File: src/rtl/snes_event_queue_if.sv
// snes_event_queue_if: controller read port and CPU event-queue signals of snes_event_queue.
interface snes_event_queue_if;
    logic        snes_read_enable;
    logic [1:0]  snes_address;
    logic [11:0] snes_read_data;
    logic        evt_pop;
    logic        evt_valid;
    logic [15:0] evt_data;
    logic [4:0]  evt_count;
    logic        overflow;
    logic        overflow_clr;
    logic [11:0] held0;
    logic [11:0] held1;
    modport master (
        output snes_read_enable, snes_address, evt_valid, evt_data, evt_count, overflow, held0, held1,
        input  snes_read_data, evt_pop, overflow_clr
    );
    modport slave (
        input  snes_read_enable, snes_address, evt_valid, evt_data, evt_count, overflow, held0, held1,
        output snes_read_data, evt_pop, overflow_clr
    );
endinterface

File: src/rtl/snes_event_queue.sv
// snes_event_queue: periodic SNES pad poller that diffs button words into an FWFT event FIFO.
// Define SNES_RELEASE_EVT_EN to queue release events as well as presses.
module snes_event_queue #(
    parameter int POLL_CYCLES = 208333,
    parameter int SCAN_WAIT   = 64,
    parameter int FIFO_DEPTH  = 8
) (
    input logic clk,
    input logic rst,
    snes_event_queue_if.master eq
);
    localparam int PW = $clog2(POLL_CYCLES);
    localparam int WW = $clog2(SCAN_WAIT + 1);
    localparam int AW = $clog2(FIFO_DEPTH);

    typedef enum logic [3:0] {
        S_IDLE, S_TRIG, S_WAIT, S_RD0, S_CAP0, S_RD1, S_CAP1, S_SCAN, S_COMMIT
    } state_t;

    state_t      state;
    logic [PW-1:0] poll;
    logic [WW-1:0] wcnt;
    logic [4:0]  idx;
    logic [11:0] new0, new1, held0, held1;
    logic        re;
    logic [1:0]  addr;
    logic [15:0] mem [FIFO_DEPTH];
    logic [AW-1:0] rd, wr;
    logic [4:0]  count;
    logic        ovf;

    logic        pad, nb, ob, push, pop, push_ok, drop;
    logic [3:0]  b;
    logic [15:0] evt;

    assign pad = idx >= 5'd12;
    assign b   = pad ? 4'(idx - 5'd12) : idx[3:0];
    assign nb  = pad ? new1[b] : new0[b];
    assign ob  = pad ? held1[b] : held0[b];
    assign evt = {pad, nb, 10'b0, b};
`ifdef SNES_RELEASE_EVT_EN
    assign push = (state == S_SCAN) && (nb != ob);
`else
    assign push = (state == S_SCAN) && nb && !ob;
`endif
    assign pop     = eq.evt_pop && (count != 5'd0);
    // a full FIFO still accepts a push when the head leaves in the same clock
    assign push_ok = push && ((count != 5'(FIFO_DEPTH)) || pop);
    assign drop    = push && !push_ok;

    always_ff @(posedge clk or posedge rst) begin
        if (rst) begin
            state <= S_IDLE;
            poll  <= '0;
            wcnt  <= '0;
            idx   <= '0;
            re    <= 1'b0;
            addr  <= 2'b00;
            new0  <= '0;
            new1  <= '0;
            held0 <= '0;
            held1 <= '0;
        end else begin
            poll <= (poll == PW'(POLL_CYCLES - 1)) ? poll : poll + 1'b1;
            re   <= 1'b0;
            addr <= 2'b00;
            case (state)
                S_IDLE: if (poll == PW'(POLL_CYCLES - 1)) begin
                    poll  <= '0;
                    state <= S_TRIG;
                    re    <= 1'b1;
                    addr  <= 2'b10;
                end
                S_TRIG: begin
                    state <= S_WAIT;
                    wcnt  <= '0;
                end
                S_WAIT: if (wcnt == WW'(SCAN_WAIT - 1)) begin
                    state <= S_RD0;
                    re    <= 1'b1;
                end else begin
                    wcnt <= wcnt + 1'b1;
                end
                S_RD0: state <= S_CAP0;
                S_CAP0: begin
                    new0  <= eq.snes_read_data;
                    state <= S_RD1;
                    re    <= 1'b1;
                    addr  <= 2'b01;
                end
                S_RD1: state <= S_CAP1;
                S_CAP1: begin
                    new1  <= eq.snes_read_data;
                    idx   <= '0;
                    state <= S_SCAN;
                end
                S_SCAN: if (idx == 5'd23) state <= S_COMMIT; else idx <= idx + 1'b1;
                S_COMMIT: begin
                    held0 <= new0;
                    held1 <= new1;
                    state <= S_IDLE;
                end
                default: state <= S_IDLE;
            endcase
        end
    end

    always_ff @(posedge clk) begin
        if (push_ok) mem[wr] <= evt;
    end

    always_ff @(posedge clk or posedge rst) begin
        if (rst) begin
            rd    <= '0;
            wr    <= '0;
            count <= '0;
            ovf   <= 1'b0;
        end else begin
            if (push_ok) wr <= wr + 1'b1;
            if (pop) rd <= rd + 1'b1;
            count <= count + 5'(push_ok) - 5'(pop);
            ovf   <= drop | (ovf & ~eq.overflow_clr);
        end
    end

    assign eq.snes_read_enable = re;
    assign eq.snes_address     = addr;
    assign eq.evt_valid        = count != 5'd0;
    assign eq.evt_data         = (count != 5'd0) ? mem[rd] : 16'h0000;
    assign eq.evt_count        = count;
    assign eq.overflow         = ovf;
    assign eq.held0            = held0;
    assign eq.held1            = held1;
endmodule

File: src/flat_wrapper.sv
// flat-port wrapper written by rule: the top's interface ports become plain ports
module snes_event_queue_flat 
#(
    parameter int POLL_CYCLES = 208333,
    parameter int SCAN_WAIT   = 64,
    parameter int FIFO_DEPTH  = 8
)
  (clk, rst, eq_snes_read_enable, eq_snes_address, eq_evt_valid, eq_evt_data, eq_evt_count, eq_overflow, eq_held0, eq_held1, eq_snes_read_data, eq_evt_pop, eq_overflow_clr);
  snes_event_queue_if eq_i ();
  input logic clk;
  input logic rst;
  output wire logic [$bits(eq_i.snes_read_enable)-1:0] eq_snes_read_enable;
  output wire logic [$bits(eq_i.snes_address)-1:0] eq_snes_address;
  output wire logic [$bits(eq_i.evt_valid)-1:0] eq_evt_valid;
  output wire logic [$bits(eq_i.evt_data)-1:0] eq_evt_data;
  output wire logic [$bits(eq_i.evt_count)-1:0] eq_evt_count;
  output wire logic [$bits(eq_i.overflow)-1:0] eq_overflow;
  output wire logic [$bits(eq_i.held0)-1:0] eq_held0;
  output wire logic [$bits(eq_i.held1)-1:0] eq_held1;
  input wire logic [$bits(eq_i.snes_read_data)-1:0] eq_snes_read_data;
  input wire logic [$bits(eq_i.evt_pop)-1:0] eq_evt_pop;
  input wire logic [$bits(eq_i.overflow_clr)-1:0] eq_overflow_clr;
  assign eq_snes_read_enable = eq_i.snes_read_enable;
  assign eq_snes_address = eq_i.snes_address;
  assign eq_evt_valid = eq_i.evt_valid;
  assign eq_evt_data = eq_i.evt_data;
  assign eq_evt_count = eq_i.evt_count;
  assign eq_overflow = eq_i.overflow;
  assign eq_held0 = eq_i.held0;
  assign eq_held1 = eq_i.held1;
  assign eq_i.snes_read_data = eq_snes_read_data;
  assign eq_i.evt_pop = eq_evt_pop;
  assign eq_i.overflow_clr = eq_overflow_clr;
  snes_event_queue #(.POLL_CYCLES(POLL_CYCLES), .SCAN_WAIT(SCAN_WAIT), .FIFO_DEPTH(FIFO_DEPTH)) u_core (.clk(clk), .rst(rst), .eq(eq_i));
endmodule
File: config.mk
export PLATFORM = sky130hd
export DESIGN_NAME = snes_event_queue_flat
export DESIGN_NICKNAME = d
export VERILOG_FILES = /design/src/rtl/snes_event_queue_if.sv /design/src/rtl/snes_event_queue.sv /design/src/flat_wrapper.sv
export SDC_FILE = /design/constraint.sdc
export NUM_CORES = 1
export LEC_CHECK = 0
export ABC_CLOCK_PERIOD_IN_PS = 3600
export BUFFER_PORTS_ARGS = -buffer_cell sky130_fd_sc_hd__buf_2
export CORE_ASPECT_RATIO = 1.25
export CORE_MARGIN = 2
export CORE_UTILIZATION = 45
export CTS_BUF_LIST = sky130_fd_sc_hd__clkbuf_4 sky130_fd_sc_hd__clkbuf_8 sky130_fd_sc_hd__clkbuf_16
export CTS_CLUSTER_DIAMETER = 100
export DETAILED_ROUTE_END_ITERATION = 12
export PLACE_DENSITY_LB_ADDON = 0.25
export SLEW_MARGIN = 20
export SYNTH_ARGS = -nofsm -noshare
export SYNTH_HDL_FRONTEND = slang
export SYNTH_SLANG_ARGS = --single-unit
File: constraint.sdc
create_clock -name clk -period 3.6 [get_ports clk]
set_input_delay 0.72 -clock clk [delete_from_list [all_inputs] [get_ports clk]]
set_output_delay 0.72 -clock clk [all_outputs]
set_load 0.05 [all_outputs]
Yosys cells after proc, flatten, opt, wreduce, memory -nomap -nowiden:

Memory sizes are Yosys's and may differ from the RTL's.
Cells that the tools add are included.

* register bits: 97
* RAM bits: 48
* input bits: 16
* output and inout port bits: 50
* logic and storage cells: 90
* memories: 1

Memories
* u_core.mem: words 8, bits a word 6, rd ports 1, clocked after memory_dff 0, write ports 1, RTL line snes_event_queue.sv:27 `logic [15:0] mem [FIFO_DEPTH];`

* $add $sub $neg: 8
* $lt $le $gt $ge: 2
* equal/unequal tests: 17
* muxes and demuxes: 30
* bitwise operators: 3
* reduce and logical (&&, ||, !) cells: 15

Operator list (number)
* two-way mux 18 bit: 3
* case mux 4 bit (8 select lines): 1
* adder 18 x 1 -> 18 bit, second input constant: 1
* == test 18 bit, second input constant: 1
* binary-select mux 1 bit (select 4 bit): 4
* == test 4 x 3 -> 1 bit, second input constant: 4
* two-way mux 16 bit: 1
* two-way mux 4 bit: 4
* case mux 7 bit (2 select lines): 1
* two-way mux 1 bit: 10
* case mux 5 bit (2 select lines): 1
* == test 4 x 2 -> 1 bit, second input constant: 2
* adder 7 x 1 -> 7 bit, second input constant: 1
* == test 7 x 6 -> 1 bit, second input constant: 1
* two-way mux 7 bit: 1
* adder 3 x 1 -> 3 bit, second input constant: 2
* inequality test 2 bit, second input constant: 3
* adder 5 x 1 -> 5 bit: 1
* adder 5 x 1 -> 5 bit, second input constant: 1
* == test 5 bit, second input constant: 1
* >= comparator 5 x 4 -> 1 bit, second input constant: 1
* logical AND 1 bit: 5
* < comparator 4 x 5 -> 1 bit, second input constant: 1
* two-way mux 5 bit: 1
* other kinds (19): 23

Depth between registers and ports, before layout:

Gate-level depths: netlist (run 1).

* word-level depth: 11
* gate-level depth with buffers: 17
* mapped depth without buffers: 14

Worst setup path after synthesis (run 1):

OpenSTA, ideal clock, no wires.

* kind: reg-to-reg
* start: register u_core.idx[1]
* end: register u_core.count[4], in the netlist u_core.eq.evt_count[4]
* setup time: 0.123 ns
* arrival: 3.102 ns
* required time: 3.477 ns
* path slack: 0.375 ns
* cell stages (with the launch flop): 18
* path buffers: 3
* clock period less this slack: 3.225 ns
* cell sequence: dfrtp_1 -> buf_2 -> buf_2 -> inv_1 -> ha_1 -> a21o_1 -> nor2_1 -> nand3_1 -> and4_1 -> nand3_2 -> buf_6 -> inv_2 -> ha_1 -> fa_1 -> a21oi_1 -> nor2_1 -> nor2_1 -> xnor2_1

* longest elaborated chain between the ends: 10
* elaborated cells between the ends (all ways): 19
* classes of those cells: add/sub: 3; order compare: 1; mux: 11; reduce/logical: 4

Ends and longest elaborated chain
* start: declaration: RTL line snes_event_queue.sv:23 `logic [4:0] idx;`
* start signal: assignment: RTL line snes_event_queue.sv:56 `idx <= '0;`
* start signal: assignment: RTL line snes_event_queue.sv:94 `idx <= '0;`
* start signal: assignment: RTL line snes_event_queue.sv:97 `S_SCAN: if (idx == 5'd23) state <= S_COMMIT; else idx <= idx + 1'b1;`
* subtractor 4 bit or >= comparator 5 x 4 -> 1 bit (tied branches): RTL line snes_event_queue.sv:37, snes_event_queue.sv:36
* two-way mux 4 bit: RTL line snes_event_queue.sv:37 `assign b = pad ? 4'(idx - 5'd12) : idx[3:0];`
* binary-select mux 1 bit (select 4 bit) (on tied branches): RTL line snes_event_queue.sv:38, snes_event_queue.sv:39
* two-way mux 1 bit (on tied branches) (2 in series): RTL line snes_event_queue.sv:38, snes_event_queue.sv:39
* logical AND 1 bit or logical NOT 1 bit (tied branches): RTL line snes_event_queue.sv:44 `assign push = (state == S_SCAN) && nb && !ob;`
* logical AND 1 bit *: RTL line snes_event_queue.sv:44
* logical AND 1 bit *: RTL line snes_event_queue.sv:48 `assign push_ok = push && ((count != 5'(FIFO_DEPTH)) || pop);`
* named net u_core.push_ok: RTL line snes_event_queue.sv:32 `logic pad, nb, ob, push, pop, push_ok, drop;`
* adder 5 x 1 -> 5 bit *: RTL line snes_event_queue.sv:121 `count <= count + 5'(push_ok) - 5'(pop);`
* subtractor 5 x 1 -> 5 bit *: RTL line snes_event_queue.sv:121
* end signal: assignment: RTL line snes_event_queue.sv:121
* end: declaration: RTL line snes_event_queue.sv:29 `logic [4:0] count;`

Mark *: on every way through the listed nets, which the timed path passes. The rest lies on a longest branch. The select of a mux whose other input is x is not followed.
A chain may end at the register's enable or synchronous reset.

Final worst setup path (run 1):

* start: register u_core.idx[1]
* end: register u_core.count[4], in the netlist u_core.eq.evt_count[4]

* longest elaborated chain between the ends: 10
* elaborated cells between the ends (all ways): 19
* classes of those cells: add/sub: 3; order compare: 1; mux: 11; reduce/logical: 4

Ends and longest elaborated chain
* subtractor 4 bit or >= comparator 5 x 4 -> 1 bit (tied branches): RTL line snes_event_queue.sv:37, snes_event_queue.sv:36
* two-way mux 4 bit: RTL line snes_event_queue.sv:37
* binary-select mux 1 bit (select 4 bit): RTL line snes_event_queue.sv:38 `assign nb = pad ? new1[b] : new0[b];`
* two-way mux 1 bit (implied by the code): RTL line snes_event_queue.sv:38
* two-way mux 1 bit *: RTL line snes_event_queue.sv:38
* named net u_core.nb: RTL line snes_event_queue.sv:32
* logical AND 1 bit * (2 in series): RTL line snes_event_queue.sv:44
* logical AND 1 bit *: RTL line snes_event_queue.sv:48
* named net u_core.push_ok: RTL line snes_event_queue.sv:32
* adder 5 x 1 -> 5 bit *: RTL line snes_event_queue.sv:121
* subtractor 5 x 1 -> 5 bit *: RTL line snes_event_queue.sv:121

Marked as above.

==> flow_summary.yaml, run 1 <==
outcome:
  run_status: "completed"
die:
  initial_utilization_pct: 45.5
  dieHeight_um: 141
  ios: 66
  core_area_mm2: 0.0148
  die_width_um: 114
  fp.dieArea_mm2: 0.0160
  core.rowCount: 50
timing:
  drv_slew: 0
  holdWs_ns: 0.457
  slew_headroom_pct: 33.9
  layout_worst_path_cycle_share_pct: 89.6
  setup_viol: 0
  final.min_clock_period_ns: 3.23
  setup_repair_after_global_routing_missed_its_margin: "no"
  number_of_hold_violations_in_the_final_report: 0
  clock_skew_ns: 0.00874
  fmax_mhz: 310
  setup_total_negative_slack_ns: 0
  worst_pin_slew_ns: 0.980
synth:
  syn_inst: 500
  share_of_synthesized_flip_flops_with_an_asynchronous_set_or_reset_pct: 66.9
  synth-edff-count: 48
  yosys.cell_types.count: 50
  synth_seq_area_share_pct: 57.3
  synth-seq-cells: 145
  synth_warnings: 0
  postSynthAreaPerCell_um2: 13.5
  syn-cell-area_mm2: 0.00675
  synth-main-ff-cell: "sky130_fd_sc_hd__dfrtp_1"
clock_tree:
  cts_setup_buffers: 0
  path_clk_slew_ns: 0.06
  cts.root.buffer_cell: "sky130_fd_sc_hd__clkbuf_16"
  tritoncts: "done"
  cts_bufs_inserted: 17
  htree_levels: 4
  insertion_delay_ns: 0.42
  cts-root-to-sink-buffers: 2
  clock_sinks: 145
global_route:
  grt_start_max_net_pins: 65
  first_pass_grt_wire_length_um: 22600
  grt_util_all_layers_pct: 18.5
  grt_antenna_before_repair: 0
  grt_pass1_vias: 4460
  grt_overflow_total: 0
cells_and_area:
  final_nets: 601
  area_growth_pct: 16.4
  num_antenna_cells: 0
  final.fill_count: 1251
  layout-drive-gt1-share_pct: 32.6
drt:
  routed_wl_um: 13700
  dr_total_vias: 4110
  drt_iter0_drc: 161
  detailedRoute.firstPassIterationCount: 5
  antenna_violating_nets_post_route: 0
  drc_errors: 0
  routedWlPerCell_um: 17.9
  avgViaCountPerCell: 5.39
worst_setup_path:
  worst_setup_path_type: "reg2reg"
  slowest_delay_ns: 0.56
  crit_chain: "mux4_2 > mux2_2 > a32oi_1 > nand3_2 > nand3_2 > inv_2 > ha_1 > fa_1 > a21oi_1 > nor2_1 > nor2_1 > xnor2_1"
  cpMaxStageDelayCell: "sky130_fd_sc_hd__dfrtp_1"
  timing.critical_path.from_type: "flop"
  endpoint_kind: "flop"
  critPathMaxFanout: 11
  worst-endpoint-required_ns: 3.94
  arrival_time_at_the_worst_endpoint_ns: 3.56
hold_path:
  class_of_the_tightest_hold_or_removal_check: "in2async"
job:
  max_cap_violations: 0
power_and_ir_drop:
  cellPowerDensity_mw_per_mm2: 530
  power.leakage_nw: 3.68
  irDropWorstVdd_v: 0.000344
placed_design:
  hpwlAfterDp_um: 9860
  routabilityCongestion: 0.839
  portBuffers: 55
## path summary, 6_finish.rpt
kind,startpoint,endpoint,slack (ns),cells after the start
worst max-delay path,u_core.idx[1]$_DFFE_PP0P_,u_core.eq.evt_count[4]$_DFF_PP0_,0.37,12
worst min-delay path,rst,u_core.wr[1]$_DFFE_PP0P_,0.46,2
worst max register to register,u_core.idx[1]$_DFFE_PP0P_,u_core.eq.evt_count[4]$_DFF_PP0_,0.37,12
worst min register to register,u_core.poll[15]$_DFF_PP0_,u_core.poll[15]$_DFF_PP0_,0.51,1
max in group asynchronous,rst,u_core.idx[0]$_DFFE_PP0P_,2.47,3
min in group clk,eq_overflow_clr,u_core.eq.overflow$_DFF_PP0_,0.48,2
## final cells by class
type                    instances  area (µm²)  area share [%]
well taps                     182         228            2.90
clock inverters                11         123            1.56
flip-flops and latches        145        3870            49.3
repair buffers                 70         400            5.10
multi-input cells             311        2670            33.9
inverters                      22        85.1            1.08
clock buffers                  21         485            6.18
## logic make-up after synthesis
family / Yosys count / share of synthesized area, %
compound gates: 38 / 3.50
fa+ha+maj: 18 / 3.45
buf+inv: 53 / 3.89
mux: 88 / 17.8
simple gates: 135 / 11.1
other cells: 1 / 0.0556
xor+xnor: 22 / 2.86
flops: 145 / 57.3
## stage by stage
stage / util [%] / power (mW) / instance area, µm² / setup slack, ns / std cells
after floorplan: - / 2.30 / 6780 / 0.346 / 509
after global placement: 48.8 / 2.41 / 7240 / 0.461 / 730
after detailed placement: 48.8 / 2.43 / 7240 / 0.329 / 730
after CTS: 52.9 / 4.23 / 7850 / 0.270 / 762
after global routing: 53.0 / 4.34 / 7860 / 0.142 / 762
final: 53.0 / 4.16 / 7860 / 0.374 / 762
## cell usage in the layout, fill, tap and decap left out, drive strengths merged, types with 9 or more instances in the layout
cell	n
edfxtp	48
clkbuf	21
ha	17
buf	70
mux2	54
mux4	20
inv	27
nand2	29
a21oi	10
dfrtp	97
conb	10
nor2	27
xnor2	13
mux2i	14
and3	10
nand3	24
o21ai	11
xor2	9
## routing by layer
| layer | global-route usage [%] | vias to the layer above | wire length [µm] |
|---|---|---|---|
| met2 | 33.4 | 62 | 7490 |
| met5 | 0 | - | 0 |
| met1 | 21.4 | 2090 | 5570 |
| met3 | 4.77 | 18 | 426 |
| li1 | - | 1940 | - |
| met4 | 6.10 | 0 | 192 |
## what timing repair did
| action | CTS | global route |
|---|---|---|
| hold buffers | 0 | 0 |
| endpoints found under the setup margin | 0 | 1 |
| resized for setup | 0 | 1 |
## synthesized netlist by cell type (11+ instances only)
master	n	area, µm²
sky130_fd_sc_hd__clkbuf_1	11	41.3
sky130_fd_sc_hd__nand3_1	22	110
sky130_fd_sc_hd__ha_1	17	213
sky130_fd_sc_hd__mux2i_1	14	140
sky130_fd_sc_hd__mux4_2	20	450
sky130_fd_sc_hd__o21ai_0	11	55.1
sky130_fd_sc_hd__edfxtp_1	48	1440
sky130_fd_sc_hd__xnor2_1	13	114
sky130_fd_sc_hd__mux2_2	53	597
sky130_fd_sc_hd__inv_1	20	75.1
sky130_fd_sc_hd__nand2_1	29	109
sky130_fd_sc_hd__dfrtp_1	97	2430
sky130_fd_sc_hd__nor2_1	27	101
## power by group
group	internal, mW	switching, mW	leakage [nW]
Clock	1.11	0.670	0.304
Combinational	0.215	0.335	1.49
Sequential	1.75	0.0842	1.88
## flip-flops by register name, indices dropped and copies added, names as in the netlist, 4 cells and up
register and flops:
u_core.idx 5, u_core.eq.evt_count 5, u_core.new0 12, u_core.mem 48, u_core.wcnt 7, u_core.eq.held1 12, u_core.state 4, u_core.eq.held0 12
u_core.new1 12, u_core.poll 18
## critical path, delay by kind of cell, from the launching register on
family	cells	cell delay [ns]
buf+inv	1	0.04
fa+ha+maj	2	0.61
simple gates	4	0.57
xor+xnor	1	0.13
mux	2	0.85
compound gates	2	0.36
flops	1	0.56
Note: power is estimated with default switching activity, not from simulation.
==> inputs of run 2 (changes only) <==
Settings changed: ABC_CLOCK_PERIOD_IN_PS 3600 to 3700.
Clock period 3.6 ns to 3.7 ns, I/O delays scaled along.
==> flow_summary.yaml, run 2 (synthesis gave the netlist of run 1 again) <==
die:
  core.rowCount: 50
  core_area_mm2: 0.0148
  dieHeight_um: 141
  die_width_um: 114
  initial_utilization_pct: 45.5
  fp.dieArea_mm2: 0.0160
  ios: 66
clock_tree:
  cts-root-to-sink-buffers: 2
  insertion_delay_ns: 0.42
  path_clk_slew_ns: 0.06
  clock_sinks: 145
  cts_bufs_inserted: 17
  cts_setup_buffers: 0
  cts-hold-fix-buffers: 0
  htree_levels: 4
  cts.root.buffer_cell: "sky130_fd_sc_hd__clkbuf_16"
  tritoncts: "done"
  cts-resized-gates: 0
drt:
  routedWlPerCell_um: 18.0
  drc_errors: 0
  dr_total_vias: 4096
  drt_iter0_drc: 184
  routed_wl_um: 13700
  avgViaCountPerCell: 5.38
  detailedRoute.firstPassIterationCount: 6
  antenna_violating_nets_post_route: 0
worst_setup_path:
  arrival_time_at_the_worst_endpoint_ns: 3.62
  critical-path-top-delay-family: "simple AND/OR/NAND/NOR gates"
  worst-endpoint-required_ns: 4.03
  endpoint_kind: "flop"
  timing.critical_path.from_type: "flop"
  cpMaxStageDelayCell: "sky130_fd_sc_hd__dfrtp_1"
  worst_setup_path_type: "reg2reg"
  slowest_delay_ns: 0.68
  worstPathBufferInverterCount: 2
  path_common_cell: "sky130_fd_sc_hd__nor2_1"
  crit_chain: "inv_1 > ha_1 > a21o_1 > nor2_1 > nand3_1 > and4_1 > nand3_2 > inv_2 > ha_1 > fa_1 > a21oi_1 > nor2_1 > nor2_1 > xnor2_1"
  critPathMaxFanout: 14
timing:
  setup_repair_after_global_routing_missed_its_margin: "no"
  layout_worst_path_cycle_share_pct: 88.8
  final.min_clock_period_ns: 3.29
  fmax_mhz: 304
  number_of_hold_violations_in_the_final_report: 0
  slew_headroom_pct: 38.1
  fin_ws_ns: 0.413
  drv_slew: 0
  setup_viol: 0
  worst_pin_slew_ns: 0.918
  clock_skew_ns: 0.00643
  setup_total_negative_slack_ns: 0
cells_and_area:
  area_growth_pct: 15.7
  final.fill_count: 1274
  fin_cells: 762
  num_antenna_cells: 0
  post-route-cell-area_mm2: 0.00781
  finish.utilization_pct: 52.6
  highest_count_cells_in_the_layout_ignoring_fill_and_taps: "97 x sky130_fd_sc_hd__dfrtp_1, 55 x sky130_fd_sc_hd__buf_2, 53 x sky130_fd_sc_hd__mux2_2"
  multi_input_comb_area_mm2: 0.00267
  largestRegisters: "u_core.mem x48, u_core.poll x18"
  final_nets: 601
  mostFrequentLayoutCell: "sky130_fd_sc_hd__dfrtp_1"
  layout-drive-gt1-share_pct: 32.4
  regMostFlops: "u_core.mem"
  largest_register_ffs: 48
  ff_latch_area_mm2: 0.00387
job:
  max_cap_violations: 0
placed_design:
  postPlaceCellArea_mm2: 0.00723
  post-place-cells: 730
  routabilityCongestion: 0.848
  portBuffers: 55
  post-place-ws_ns: 0.408
  hpwlAfterDp_um: 9860
global_route:
  grt_util_all_layers_pct: 18.3
  grt_start_max_net_pins: 74
  grt_overflow_total: 0
  grt_pass1_vias: 4318
  grt_antenna_before_repair: 0
  first_pass_grt_wire_length_um: 22500
power_and_ir_drop:
  power.leakage_nw: 3.66
  cellPowerDensity_mw_per_mm2: 504
  irDropWorstVdd_v: 0.000279
hold_path:
  class_of_the_tightest_hold_or_removal_check: "in2async"
outcome:
  run_status: "completed"
[run 2: cell type report]
type	instances	area share (%)
flip-flops and latches	145	49.6
well taps	182	2.92
clock buffers	28	7.04
multi-input cells	311	34.1
clock inverters	4	0.289
inverters	22	1.09
repair buffers	70	4.97
[run 2: power breakdown]
part / switching [mW] / internal, mW
Combinational: 0.331 / 0.208
Clock: 0.600 / 1.01
Sequential: 0.0835 / 1.70
[run 2: layer usage]
metal  global-route usage (%)  wire [µm]  vias up
met1                     21.5       5660     2059
met5                        0          0        -
met3                     3.48        368       24
li1                         -          -     1941
met2                     32.7       7380       72
met4                     7.51        289        0
[run 2: through the flow]
stage	power, mW	hold WS, ns
final	3.93	0.490
after global routing	4.11	0.522
after CTS	3.98	0.489
after detailed placement	2.37	0.489
after global placement	2.34	0.485
after floorplan	2.24	0.455
[run 2: final timing paths]
path	startpoint	endpoint	slack, ns	depth (start not counted)
worst min register to register	u_core.poll[15]$_DFF_PP0_	u_core.poll[15]$_DFF_PP0_	0.50	1
max in group asynchronous	rst	u_core.eq.held0[3]$_DFFE_PP0N_	2.48	3
worst max register to register	u_core.idx[0]$_DFFE_PP0P_	u_core.eq.evt_count[4]$_DFF_PP0_	0.41	14
min in group clk	u_core.poll[15]$_DFF_PP0_	u_core.poll[15]$_DFF_PP0_	0.50	1
worst max-delay path	u_core.idx[0]$_DFFE_PP0P_	u_core.eq.evt_count[4]$_DFF_PP0_	0.41	14
worst min-delay path	rst	u_core.new1[3]$_DFFE_PP0P_	0.49	2
